**src/rtl/tipi_nib_if.sv**
```systemverilog
// Pi-side TIPI nibble port: strobe, framing reset and the bidirectional nibble pads.
// Bit 0 is the MSB of each nibble.
interface tipi_nib_if;
    logic       r_clk;
    logic       r_nibrst;
    logic [0:3] r_nib_in;
    logic [0:3] r_nib_out;
    logic       r_nib_oe;

    modport master (
        output r_clk,
        output r_nibrst,
        output r_nib_in,
        input  r_nib_out,
        input  r_nib_oe
    );

    modport slave (
        input  r_clk,
        input  r_nibrst,
        input  r_nib_in,
        output r_nib_out,
        output r_nib_oe
    );
endinterface

```
**src/rtl/tipi_nib_ctrl.sv**
```systemverilog
// Pi-side sequencer for the TIPI nibble port: command / data-high / data-low transactions,
// snapshot reads of TD/TC and committed writes to the RD/RC latches.
module tipi_nib_ctrl #(
    parameter int         SYNC_STAGES = 2,
    parameter logic [7:0] RD_RESET    = 8'h00,
    parameter logic [7:0] RC_RESET    = 8'h00
) (
    input  logic       clk,
    input  logic       reset,
    tipi_nib_if.slave  pi,
    input  logic [0:7] td_q,
    input  logic [0:7] tc_q,
    output logic [0:7] rd_q,
    output logic [0:7] rc_q,
    output logic       rd_wr,
    output logic       rc_wr,
    output logic       busy,
    output logic       err
);
    typedef enum logic [1:0] {IDLE, HI, LO, DONE} state_t;

    state_t                 state_reg, state_next;
    logic [SYNC_STAGES-1:0] clk_sync_reg;
    logic [SYNC_STAGES-1:0] rst_sync_reg;
    logic                   clk_prev_reg;
    logic [0:2]             cmd_reg;
    logic [0:7]             shadow_reg;
    logic [0:7]             rd_reg, rc_reg;
    logic                   rd_wr_reg, rc_wr_reg, err_reg;
    logic                   commit_reg;
    logic                   nib_edge, nibrst_s;
    logic                   latch_cmd, cap_hi, cap_lo, set_err;
    logic [0:7]             sel_byte;
    logic                   oe;

    assign nibrst_s = rst_sync_reg[SYNC_STAGES-1];
    assign nib_edge = clk_sync_reg[SYNC_STAGES-1] & ~clk_prev_reg;

    always_comb begin
        sel_byte = td_q;
        case (pi.r_nib_in[0:1])
            2'b00:   sel_byte = td_q;
            2'b01:   sel_byte = tc_q;
            2'b10:   sel_byte = rd_reg;
            default: sel_byte = rc_reg;
        endcase
    end

    // Next-state and datapath enables; synced r_nibrst wins over any coincident strobe edge.
    always_comb begin
        state_next = state_reg;
        latch_cmd  = 1'b0;
        cap_hi     = 1'b0;
        cap_lo     = 1'b0;
        set_err    = 1'b0;
        if (nibrst_s) begin
            state_next = IDLE;
        end else if (nib_edge) begin
            case (state_reg)
                IDLE: begin
                    latch_cmd = 1'b1;
                    if (pi.r_nib_in[3]) begin
                        set_err    = 1'b1;
                        state_next = DONE;
                    end else begin
                        set_err    = pi.r_nib_in[2] & ~pi.r_nib_in[0];
                        state_next = HI;
                    end
                end
                HI: begin
                    cap_hi     = cmd_reg[2];
                    state_next = LO;
                end
                LO: begin
                    cap_lo     = cmd_reg[2];
                    state_next = DONE;
                end
                default: state_next = state_reg;
            endcase
        end
    end

    always_ff @(posedge clk) begin
        if (reset) begin
            state_reg    <= IDLE;
            clk_sync_reg <= '0;
            rst_sync_reg <= '0;
            clk_prev_reg <= 1'b0;
            cmd_reg      <= '0;
            shadow_reg   <= '0;
            rd_reg       <= RD_RESET;
            rc_reg       <= RC_RESET;
            rd_wr_reg    <= 1'b0;
            rc_wr_reg    <= 1'b0;
            err_reg      <= 1'b0;
            commit_reg   <= 1'b0;
        end else begin
            clk_sync_reg <= {clk_sync_reg[SYNC_STAGES-2:0], pi.r_clk};
            rst_sync_reg <= {rst_sync_reg[SYNC_STAGES-2:0], pi.r_nibrst};
            clk_prev_reg <= clk_sync_reg[SYNC_STAGES-1];
            state_reg    <= state_next;
            rd_wr_reg    <= 1'b0;
            rc_wr_reg    <= 1'b0;
            if (nibrst_s) begin
                err_reg    <= 1'b0;
                commit_reg <= 1'b0;
            end else begin
                if (set_err)
                    err_reg <= 1'b1;
                if (latch_cmd) begin
                    cmd_reg <= pi.r_nib_in[0:2];
                    if (!pi.r_nib_in[2])
                        shadow_reg <= sel_byte;
                end
                if (cap_hi)
                    shadow_reg[0:3] <= pi.r_nib_in;
                // Only RD/RC targets commit; a TD/TC write already flagged err and is dropped.
                if (cap_lo) begin
                    shadow_reg[4:7] <= pi.r_nib_in;
                    commit_reg      <= cmd_reg[0];
                end
                if (commit_reg) begin
                    commit_reg <= 1'b0;
                    if (cmd_reg[1]) begin
                        rc_reg    <= shadow_reg;
                        rc_wr_reg <= 1'b1;
                    end else begin
                        rd_reg    <= shadow_reg;
                        rd_wr_reg <= 1'b1;
                    end
                end
            end
        end
    end

    assign oe           = ((state_reg == HI) || (state_reg == LO)) && !cmd_reg[2];
    assign pi.r_nib_oe  = oe;
    assign pi.r_nib_out = !oe ? 4'h0 : (state_reg == HI) ? shadow_reg[0:3] : shadow_reg[4:7];
    assign busy         = (state_reg == HI) || (state_reg == LO);
    assign err          = err_reg;
    assign rd_q         = rd_reg;
    assign rc_q         = rc_reg;
    assign rd_wr        = rd_wr_reg;
    assign rc_wr        = rc_wr_reg;
endmodule
```
**src/flat_wrapper.sv**
```systemverilog
// flat-port wrapper written by rule: the top's interface ports become plain ports
module tipi_nib_ctrl_flat 
#(
    parameter int         SYNC_STAGES = 2,
    parameter logic [7:0] RD_RESET    = 8'h00,
    parameter logic [7:0] RC_RESET    = 8'h00
)
  (clk, reset, td_q, tc_q, rd_q, rc_q, rd_wr, rc_wr, busy, err, pi_r_clk, pi_r_nibrst, pi_r_nib_in, pi_r_nib_out, pi_r_nib_oe);
  tipi_nib_if pi_i ();
  input  logic clk;
  input  logic reset;
  input  logic [0:7] td_q;
  input  logic [0:7] tc_q;
  output logic [0:7] rd_q;
  output logic [0:7] rc_q;
  output logic rd_wr;
  output logic rc_wr;
  output logic busy;
  output logic err;
  input wire logic [$bits(pi_i.r_clk)-1:0] pi_r_clk;
  input wire logic [$bits(pi_i.r_nibrst)-1:0] pi_r_nibrst;
  input wire logic [$bits(pi_i.r_nib_in)-1:0] pi_r_nib_in;
  output wire logic [$bits(pi_i.r_nib_out)-1:0] pi_r_nib_out;
  output wire logic [$bits(pi_i.r_nib_oe)-1:0] pi_r_nib_oe;
  assign pi_i.r_clk = pi_r_clk;
  assign pi_i.r_nibrst = pi_r_nibrst;
  assign pi_i.r_nib_in = pi_r_nib_in;
  assign pi_r_nib_out = pi_i.r_nib_out;
  assign pi_r_nib_oe = pi_i.r_nib_oe;
  tipi_nib_ctrl #(.SYNC_STAGES(SYNC_STAGES), .RD_RESET(RD_RESET), .RC_RESET(RC_RESET)) u_core (.clk(clk), .reset(reset), .pi(pi_i), .td_q(td_q), .tc_q(tc_q), .rd_q(rd_q), .rc_q(rc_q), .rd_wr(rd_wr), .rc_wr(rc_wr), .busy(busy), .err(err));
endmodule
```
**config.mk**
```make
export PLATFORM = sky130hd
export DESIGN_NAME = tipi_nib_ctrl_flat
export DESIGN_NICKNAME = d
export VERILOG_FILES = /design/src/rtl/tipi_nib_if.sv /design/src/rtl/tipi_nib_ctrl.sv /design/src/flat_wrapper.sv
export SDC_FILE = /design/constraint.sdc
export NUM_CORES = 1
export LEC_CHECK = 0
export CORE_MARGIN = 5
export CORE_UTILIZATION = 51
export CTS_CLUSTER_DIAMETER = 40
export DETAILED_ROUTE_END_ITERATION = 8
export PLACE_DENSITY_LB_ADDON = 0.15
export SLEW_MARGIN = 20
export SYNTH_ARGS = -nofsm -noshare
export SYNTH_HDL_FRONTEND = slang
export SYNTH_SLANG_ARGS = --single-unit
```
**constraint.sdc**
```tcl
create_clock -name clk -period 3.23 [get_ports clk]
set_clock_uncertainty 0.2 [all_clocks]
set_input_delay 0.646 -clock clk [delete_from_list [all_inputs] [get_ports clk]]
set_output_delay 0.646 -clock clk [all_outputs]
set_load 0.03 [all_outputs]
```
; After elaboration in Yosys (flattened, before gate mapping)
; Cells that the tools add are included.
; W data, S select, Z words.
[totals]
reg_bits = 38
in_bits = 24
[classes]
eq_ne = 6
n_mux = 24
bitwise_logic = 8
n_reduce_logical = 17
[ops]
columns = cell, n
row1 = $pmux W8 S3, 1
row2 = $mux W4, 4
row3 = $mux W8, 2
row4 = $mux W1, 15
row5 = $reduce_and A3 Y1, 4
row6 = $not A1 Y1, 6
row7 = $pmux W2 S3, 1
row8 = $eq A2 B1 Y1 const B, 2
row9 = $eq A2 B2 Y1 const B, 2
row10 = $logic_not A2 Y1, 2
row11 = $ne A2 B1 Y1 const B, 2
row12 = $reduce_and A2 Y1, 2
row13 = $reduce_bool A2 Y1, 2
row14 = $reduce_or A4 Y1, 1
row15 = $reduce_bool A3 Y1, 1
row16 = $reduce_or A3 Y1, 1
row17 = $and A1 B1 Y1, 2
row18 = $mux W2, 1
row19 = $reduce_or A2 Y1, 1
row20 = $logic_and A1 B1 Y1, 1
row21 = $logic_not A1 Y1, 1
row22 = $logic_or A1 B1 Y1, 1

; Logic depth before layout (Yosys ltp)
; Gate-level depths: netlist of the first run.
[logic_depth]
ltp_word = 6
depth_mapped = 7
depth_no_buf = 6

; Worst setup path after synthesis of the first run
; OpenSTA, ideal clock, no wires.
[synth_path]
kind = reg2out
from = reg u_core.state_reg[0]
to = out pi_r_nib_out[0]
path_buffers = 0
setup_slack_ns = 0.897
stages_incl_launch_ff = 5
t_required_ns = 2.384
arrival_ns = 1.487
cell_sequence = dfxtp_1 > inv_1 > ha_1 > nand2b_1 > nor2_1
[synth_between]
elab_chain_len = 4
word_cells_on_any_way = 6
cone_classes = 2 x eq/ne / 2 x mux / 2 x reduce/logical
[synth_lines]
columns = element, line
row1 = start: declaration, tipi_nib_ctrl.sv:22  ; state_t state_reg, state_next;
row2 = start signal: assignment, tipi_nib_ctrl.sv:101  ; state_reg <= state_next;
row3 = $eq A2 B1 Y1 / $eq A2 B2 Y1 (equally long branches), n/a
row4 = $logic_or A1 B1 Y1 (*), n/a
row5 = named net busy, flat_wrapper.sv:18  ; output logic busy;
row6 = $logic_and A1 B1 Y1 (*), tipi_nib_ctrl.sv:136  ; assign oe = ((state_reg == HI) || (state_reg == LO)) && !cmd_reg[2];
row7 = $mux W4 (*), tipi_nib_ctrl.sv:138  ; assign pi.r_nib_out = !oe ? 4'h0 : (state_reg == HI) ? shadow_reg[0:3] : shadow_reg[4:7];
row8 = end: declaration, flat_wrapper.sv:23  ; output wire logic [$bits(pi_i.r_nib_out)-1:0] pi_r_nib_out;
; Mark *: on every way through the listed nets, which the timed path passes. The rest lies on a longest branch.

; Final worst setup path of the first run
[layout_path]
from = reg u_core.state_reg[0]
to = out pi_r_nib_out[0]
[layout_between]
elab_chain_len = 4
word_cells_on_any_way = 6
cone_classes = 2 x eq/ne / 2 x mux / 2 x reduce/logical
[layout_lines]
columns = element, line
row1 = $eq A2 B1 Y1 / $eq A2 B2 Y1 (equally long branches), "tipi_nib_ctrl.sv:136, tipi_nib_ctrl.sv:138"
row2 = $logic_or A1 B1 Y1, tipi_nib_ctrl.sv:136
row3 = $logic_and A1 B1 Y1, tipi_nib_ctrl.sv:136
row4 = $mux W4 (*), tipi_nib_ctrl.sv:138
; Mark *: on every way between the ends. The rest lies on a longest branch, timed or not.

==> out/summary.txt, run 1 <==
Post-Route WL -> 4.378 mm
via count -> 1,429
Adder-Cell Fraction of Synth Area -> 0.02821
post_cts resized -> 0
Final min period -> 2.938 ns
Inserted Diodes -> 0
GRT Util Overall -> 0.2084
most frequent cells in the layout -> clkdlybuf4s50_1, dfxtp_1, nor2_1
1st-iter DRT viols -> 144
post-route ant nets -> 0
FF-to-FF End -> u_core.shadow_reg[0]
Area Growth Syn to Fin -> 32.37%
die height -> 68.98 um
Clock Sinks -> 38
I/O pin cnt -> 49
hold path cells -> 1
setup TNS -> 0 ns
htree depth -> 2
post-synthesis compound-gate area fraction -> 0.09591
nets -> 248
Mapped Nets -> 199
number of buffers added on ports -> 48
Slew Limit Fails -> 0
share of synthesized area occupied by flip-flops and latches -> 0.4288
Cell Pwr Density -> 360.2 nW/um^2
met2 usage -> 0.3274
r2r setup slk -> 1.36 ns
Required @ worst endpoint -> 2.38 ns
Max-slew headroom -> 0.5729
Seq cells post-synth -> 38
mux cell area share after synthesis -> 0.2313
FILL cells -> 293
Slowest cell on crit path -> clkdlybuf4s50_1
Critical Path AT -> 2.09 ns
worst hold endpoint -> u_core.rst_sync_reg[1]
Congestion Overflow GR -> 0
Clock Pin Slew Worst Setup and Hold Paths -> 0.11 ns
RSZ-0062 raised after global routing -> false
Root Buffer -> clkbuf_4
synth top area cells -> dfxtp_1, mux2i_1, mux4_2
Placer Congestion -> 0.8306
top cell type's share of synthesized area -> 0.4288
Crit path largest cell delay -> 0.67 ns
register area -> 760.7 um^2
outcome -> finished, final reports clean
clk buf depth -> 2
met1 GRT Util -> 0.2739
Pleak -> 0.8907 nW
area leader, netlist -> dfxtp_1
layout cells sized above 1 -> 0.09955
synth warn -> 0
CTS tree -> done
initial antenna violation count -> 0
kind of critical path -> reg2out
Post-Synth XOR/XNOR Area -> 0
Max FO, Critical Path -> 5
largest family of logic cells by synthesized area -> multiplexers
Hold Path Origin -> u_core.rst_sync_reg[0]
average wire per standard cell -> 16.40 um
grt met3 use -> 0.05997
CP Buf/Inv Count -> 2
Critical Path Sink Type -> output pin
dpl ws -> 0.6353 ns
Cell Chain, Critical Path -> inv_1 -> ha_1 -> nand2b_1 -> nor2_1 -> clkdlybuf4s50_1
synthesized area -> 1774 um^2
worst min path class -> reg2reg
vias in the first global route -> 1,494
post-synth cell types -> 30
Mapped Avg Cell Area -> 10.38 um^2
Die Area -> 4758 um^2
CTS Buf Count -> 5
Core Area -> 3363 um^2
post-route setup slack -> 0.2921 ns
Via-to-Cell Ratio -> 5.352
Core Rows -> 21
worst reg2reg startpoint -> u_core.state_reg[1]
fmax -> 340.4 MHz
Pre-antenna DRT Iters -> 4
Syn Inst Count -> 171
Final Setup Violations -> 0
Final Hold Fails -> 0
CP Launch Type -> flip-flop
largest net degree at the start of global routing -> 21
dpl hpwl -> 3.309 mm
latest clock arrival within the worst-skew pair -> 0.34 ns
Post-CTS Hold Buffers -> 0
CP top delay family -> buffers and inverters
R2R depth -> 6
most utilized layer in the global route result -> met2
Max-Cap Viols -> 0
first-pass GRT wire length -> 7.148 mm
most common cell after layout, fill and taps aside -> clkdlybuf4s50_1
Post-Synth Simple-Gate Area -> 0.1707
Setup Buffers After CTS -> 0
Die X -> 68.98 um
Peak VDD IR -> 0.2653 mV
# DRC -> 0
Initial Util -> 0.5275
Multi-input gate area -> 933.4 um^2
Tcrit/Tclk final -> 0.9096
Slew @ Worst Pin -> 0.6388 ns
how the worst max path moves through the flow:
stage,startpoint,end,slack (ns),cells after the start
final,u_core.state_reg[0],pi_r_nib_out[0],0.29,5
after global placement,pi_r_nib_in[2],u_core.shadow_reg[1],0.69,5
after floorplan,u_core.state_reg[0],pi_r_nib_out[0],0.90,4
after detailed placement,pi_r_nib_in[2],u_core.shadow_reg[4],0.64,5
after CTS,u_core.state_reg[0],pi_r_nib_out[0],0.27,5
after global routing,u_core.state_reg[0],pi_r_nib_out[0],0.10,5
cells by family after synthesis:
logic type,count (synthesis)
buffers and inverters,17
AND/OR/NAND/NOR,59
multiplexers,31
AO/OA/AOI/OAI,22
adder cells (fa/ha/maj),4
flip-flops,38
metrics by stage:
| stage | util | power (W) | instances | hold slack [ns] | instance area, um^2 |
|---|---|---|---|---|---|
| 2_1_floorplan | - | 0.0005510 | 171 | 0.2138 | 1774 |
| 4_1_cts | 0.6983 | 0.0008515 | 267 | 0.2648 | 2349 |
| 5_1_grt | 0.6983 | 0.0008850 | 267 | 0.2699 | 2349 |
| 3_5_place_dp | 0.6804 | 0.0005980 | 259 | 0.2474 | 2288 |
| 6_report | 0.6983 | 0.0008460 | 267 | 0.2588 | 2349 |
| 3_3_place_gp | 0.6804 | 0.0005946 | 259 | 0.2183 | 2288 |
layer usage:
metal  share of wire  vias to the layer above
li1                -                      703
met3           0.058                        9
met4           0.014                        0
met5               0                        -
met2            0.47                       50
met1            0.45                      667
synthesized netlist by cell type:
master and number:
a2111oi_0 2, a21o_1 1, a21oi_1 5, a21oi_2 2, a221o_1 6, buf_1 1, buf_2 4, buf_4 1
buf_6 1, clkbuf_1 3, dfxtp_1 38, ha_1 4, inv_1 7, mux2i_1 23, mux4_2 8, nand2_1 2
nand2b_1 2, nand3_1 2, nand3b_1 1, nor2_1 31, nor2_4 1, nor2b_1 13, nor3_1 1, nor3b_1 2
nor4b_1 2, o21a_1 2, o21bai_1 2, o22ai_1 2, or3b_1 1, or4b_1 1
area by class of cell:
type,count,area share
clock buffer,7,0.02344
clock inverter,1,0.002131
inverter,7,0.01119
multi-input combinational,116,0.3974
sequential,38,0.3239
tap,46,0.02451
timing repair buffer,52,0.2174
power breakdown:
part | leakage [nW] | switching [W] | internal, W
Sequential | 0.307 | 0.00000675 | 0.000475
Clock | 0.0353 | 0.000153 | 0.000106
Combinational | 0.548 | 0.0000470 | 0.0000583
Total | 0.891 | 0.000207 | 0.000639
Power figures use the tool's default switching activity.
==> inputs of run 2 (changes only) <==
--- a/config.mk
+++ b/config.mk
@@ -6,10 +6,12 @@
 export NUM_CORES = 1
 export LEC_CHECK = 0
 export CORE_MARGIN = 5
-export CORE_UTILIZATION = 51
+export CORE_UTILIZATION = 60
 export CTS_CLUSTER_DIAMETER = 40
 export DETAILED_ROUTE_END_ITERATION = 8
+export DONT_BUFFER_PORTS = 1
 export PLACE_DENSITY_LB_ADDON = 0.15
+export RECOVER_POWER = 50
 export SLEW_MARGIN = 20
 export SYNTH_ARGS = -nofsm -noshare
 export SYNTH_HDL_FRONTEND = slang
==> run 2 against run 1 <==
  * Critical path type unchanged
  * First-iteration DRC count down 55%
  * Clock-buffer cell count fell by 2
  * Register-to-register slack about the same
  * Largest cell class unchanged
  * Worst setup slack better by 0.092 ns
  * Critical path depth is 1 lower
  * Clock power decreased by 3%
==> out/summary.txt, run 2 (synthesis results as in run 1) <==
layout cells sized above 1 -> 0.1059 (+0.006335)
Peak VDD IR -> 0.2973 mV (+12%)
Setup Buffers After CTS -> 0 (unchanged)
1st-iter DRT viols -> 65 (-55%)
post-route ant nets -> 0 (unchanged)
Max-slew headroom -> 0.5481 (-0.02478)
Cell Chain, Critical Path -> inv_1 -> ha_1 -> nand2b_1 -> nor2_1
RSZ-0062 raised after global routing -> false
setup TNS -> 0 ns (unchanged)
CTS tree -> done
Inserted Diodes -> 0 (unchanged)
first-pass GRT wire length -> 6.417 mm (-10%)
latest clock arrival within the worst-skew pair -> 0.35 ns (about the same)
dpl hpwl -> 2.883 mm (-13%)
Final Setup Violations -> 0 (unchanged)
Clock Pin Slew Worst Setup and Hold Paths -> 0.12 ns (about the same)
largest net degree at the start of global routing -> 36 (+71%)
Pleak -> 0.6927 nW (-22%)
outcome -> finished, final reports clean
Slew @ Worst Pin -> 0.6779 ns (+0.03911 ns)
CP Launch Type -> flip-flop
clk buf depth -> 2 (unchanged)
Placer Congestion -> 0.7671 (-7.6%)
Slowest cell on crit path -> ha_1
Multi-input gate area -> 925.9 um^2 (-0.80%)
most common cell after layout, fill and taps aside -> dfxtp_1
Critical Path Sink Type -> output pin
via count -> 1,277 (-11%)
post_cts resized -> 0 (unchanged)
placed cell count -> 193 (-25%)
worst min path class -> in2reg
Clock Sinks -> 38 (unchanged)
Required @ worst endpoint -> 2.38 ns (about the same)
Final min period -> 2.846 ns (-0.09166 ns)
Core Area -> 2805 um^2 (-17%)
Max FO, Critical Path -> 5 (unchanged)
I/O pin cnt -> 49 (unchanged)
Cell Pwr Density -> 434.3 nW/um^2 (+21%)
initial antenna violation count -> 0 (unchanged)
register area -> 760.7 um^2 (unchanged)
Congestion Overflow GR -> 0 (unchanged)
Pre-antenna DRT Iters -> 4 (unchanged)
# DRC -> 0 (unchanged)
Slew Limit Fails -> 0 (unchanged)
die height -> 64.38 um (-6.7%)
Layout Cells excl Fill -> 201 (-25%)
Die X -> 64.38 um (-6.7%)
nets -> 197 (-21%)
Die Area -> 4145 um^2 (-13%)
Post-Route WL -> 3.878 mm (-11%)
GRT Util Overall -> 0.2026 (-0.005789)
Core Rows -> 19 (-9.5%)
Critical Path AT -> 2.00 ns (-0.09 ns)
Post-CTS Hold Buffers -> 0 (unchanged)
Root Buffer -> clkbuf_4
fmax -> 351.3 MHz (+3.2%)
Initial Util -> 0.6325 (+0.1049)
most frequent cells in the layout -> dfxtp_1, nor2_1, mux2i_1
htree depth -> 2 (unchanged)
Tcrit/Tclk final -> 0.8812 (-0.02838)
FILL cells -> 253 (-14%)
Final Hold Fails -> 0 (unchanged)
Max-Cap Viols -> 0 (unchanged)
average wire per standard cell -> 19.29 um (+18%)
number of buffers added on ports -> 0 (-100%)
CTS Buf Count -> 5 (unchanged)
vias in the first global route -> 1,341 (-10%)
kind of critical path -> reg2out
Via-to-Cell Ratio -> 6.353 (+19%)
Crit path largest cell delay -> 0.49 ns (-0.18 ns)
Area Growth Syn to Fin -> 2.257%
run 2: cell types whose count changed in the layout (fill, tap and decap cells not counted):
cell	previous run	this run
nor2_1	31	32
buf_4	4	0
clkinvlp_4	0	1
clkbuf_8	1	0
clkinv_4	0	1
clkdlybuf4s50_1	48	0
nor2_4	1	0
run 2: critical path: cells and delay by family, from the launching register on:
kind          cells  cell delay [ns]
buf+inv           1             0.09
fa+ha+maj         1             0.49
flops             1             0.40
simple gates      2             0.67
run 2: metrics by stage:
step                      setup slack [ns]  total power (W)  hold WS, ns  instance area, um^2    util
after floorplan                     0.8969        0.0005510       0.2138                 1774       -
after global placement              0.8215        0.0005466       0.2201                 1767  0.6298
after CTS                           0.3541        0.0007935       0.1323                 1826  0.6508
final                               0.3838        0.0007879       0.1502                 1814  0.6467
after global routing                0.2248        0.0008270       0.1197                 1814  0.6467
after detailed placement            0.7520        0.0005488       0.2245                 1767  0.6298
run 2: layer usage:
layer | share of wire | GRT usage
met5 | 0 | 0
met4 | 0.0093 | 0.07388
met3 | 0.095 | 0.08757
met2 | 0.47 | 0.3196
met1 | 0.43 | 0.2462
run 2: cell type report:
type / instances / area share
Tap cell: 31 / 0.02138
Clock buffer: 5 / 0.02069
Clock inverter: 3 / 0.01172
Multi-Input combinational cell: 116 / 0.5103
Timing Repair Buffer: 1 / 0.002069
Inverter: 7 / 0.01448
Sequential cell: 38 / 0.4193
run 2: final timing paths:
path / startpoint / end / slack (ns) / depth (start not counted)
max: u_core.state_reg[1] / pi_r_nib_out[0] / 0.38 / 4
min: reset / u_core.rc_q[4] / 0.15 / 1
max reg2reg: u_core.rst_sync_reg[1] / u_core.cmd_reg[2] / 1.35 / 4
min reg2reg: u_core.clk_sync_reg[0] / u_core.clk_sync_reg[1] / 0.25 / 1
run 2: power by group:
group          switching [W]  internal, W
clock               0.000166    0.0000846
combinational      0.0000263    0.0000277
sequential        0.00000757     0.000475
total               0.000200     0.000588
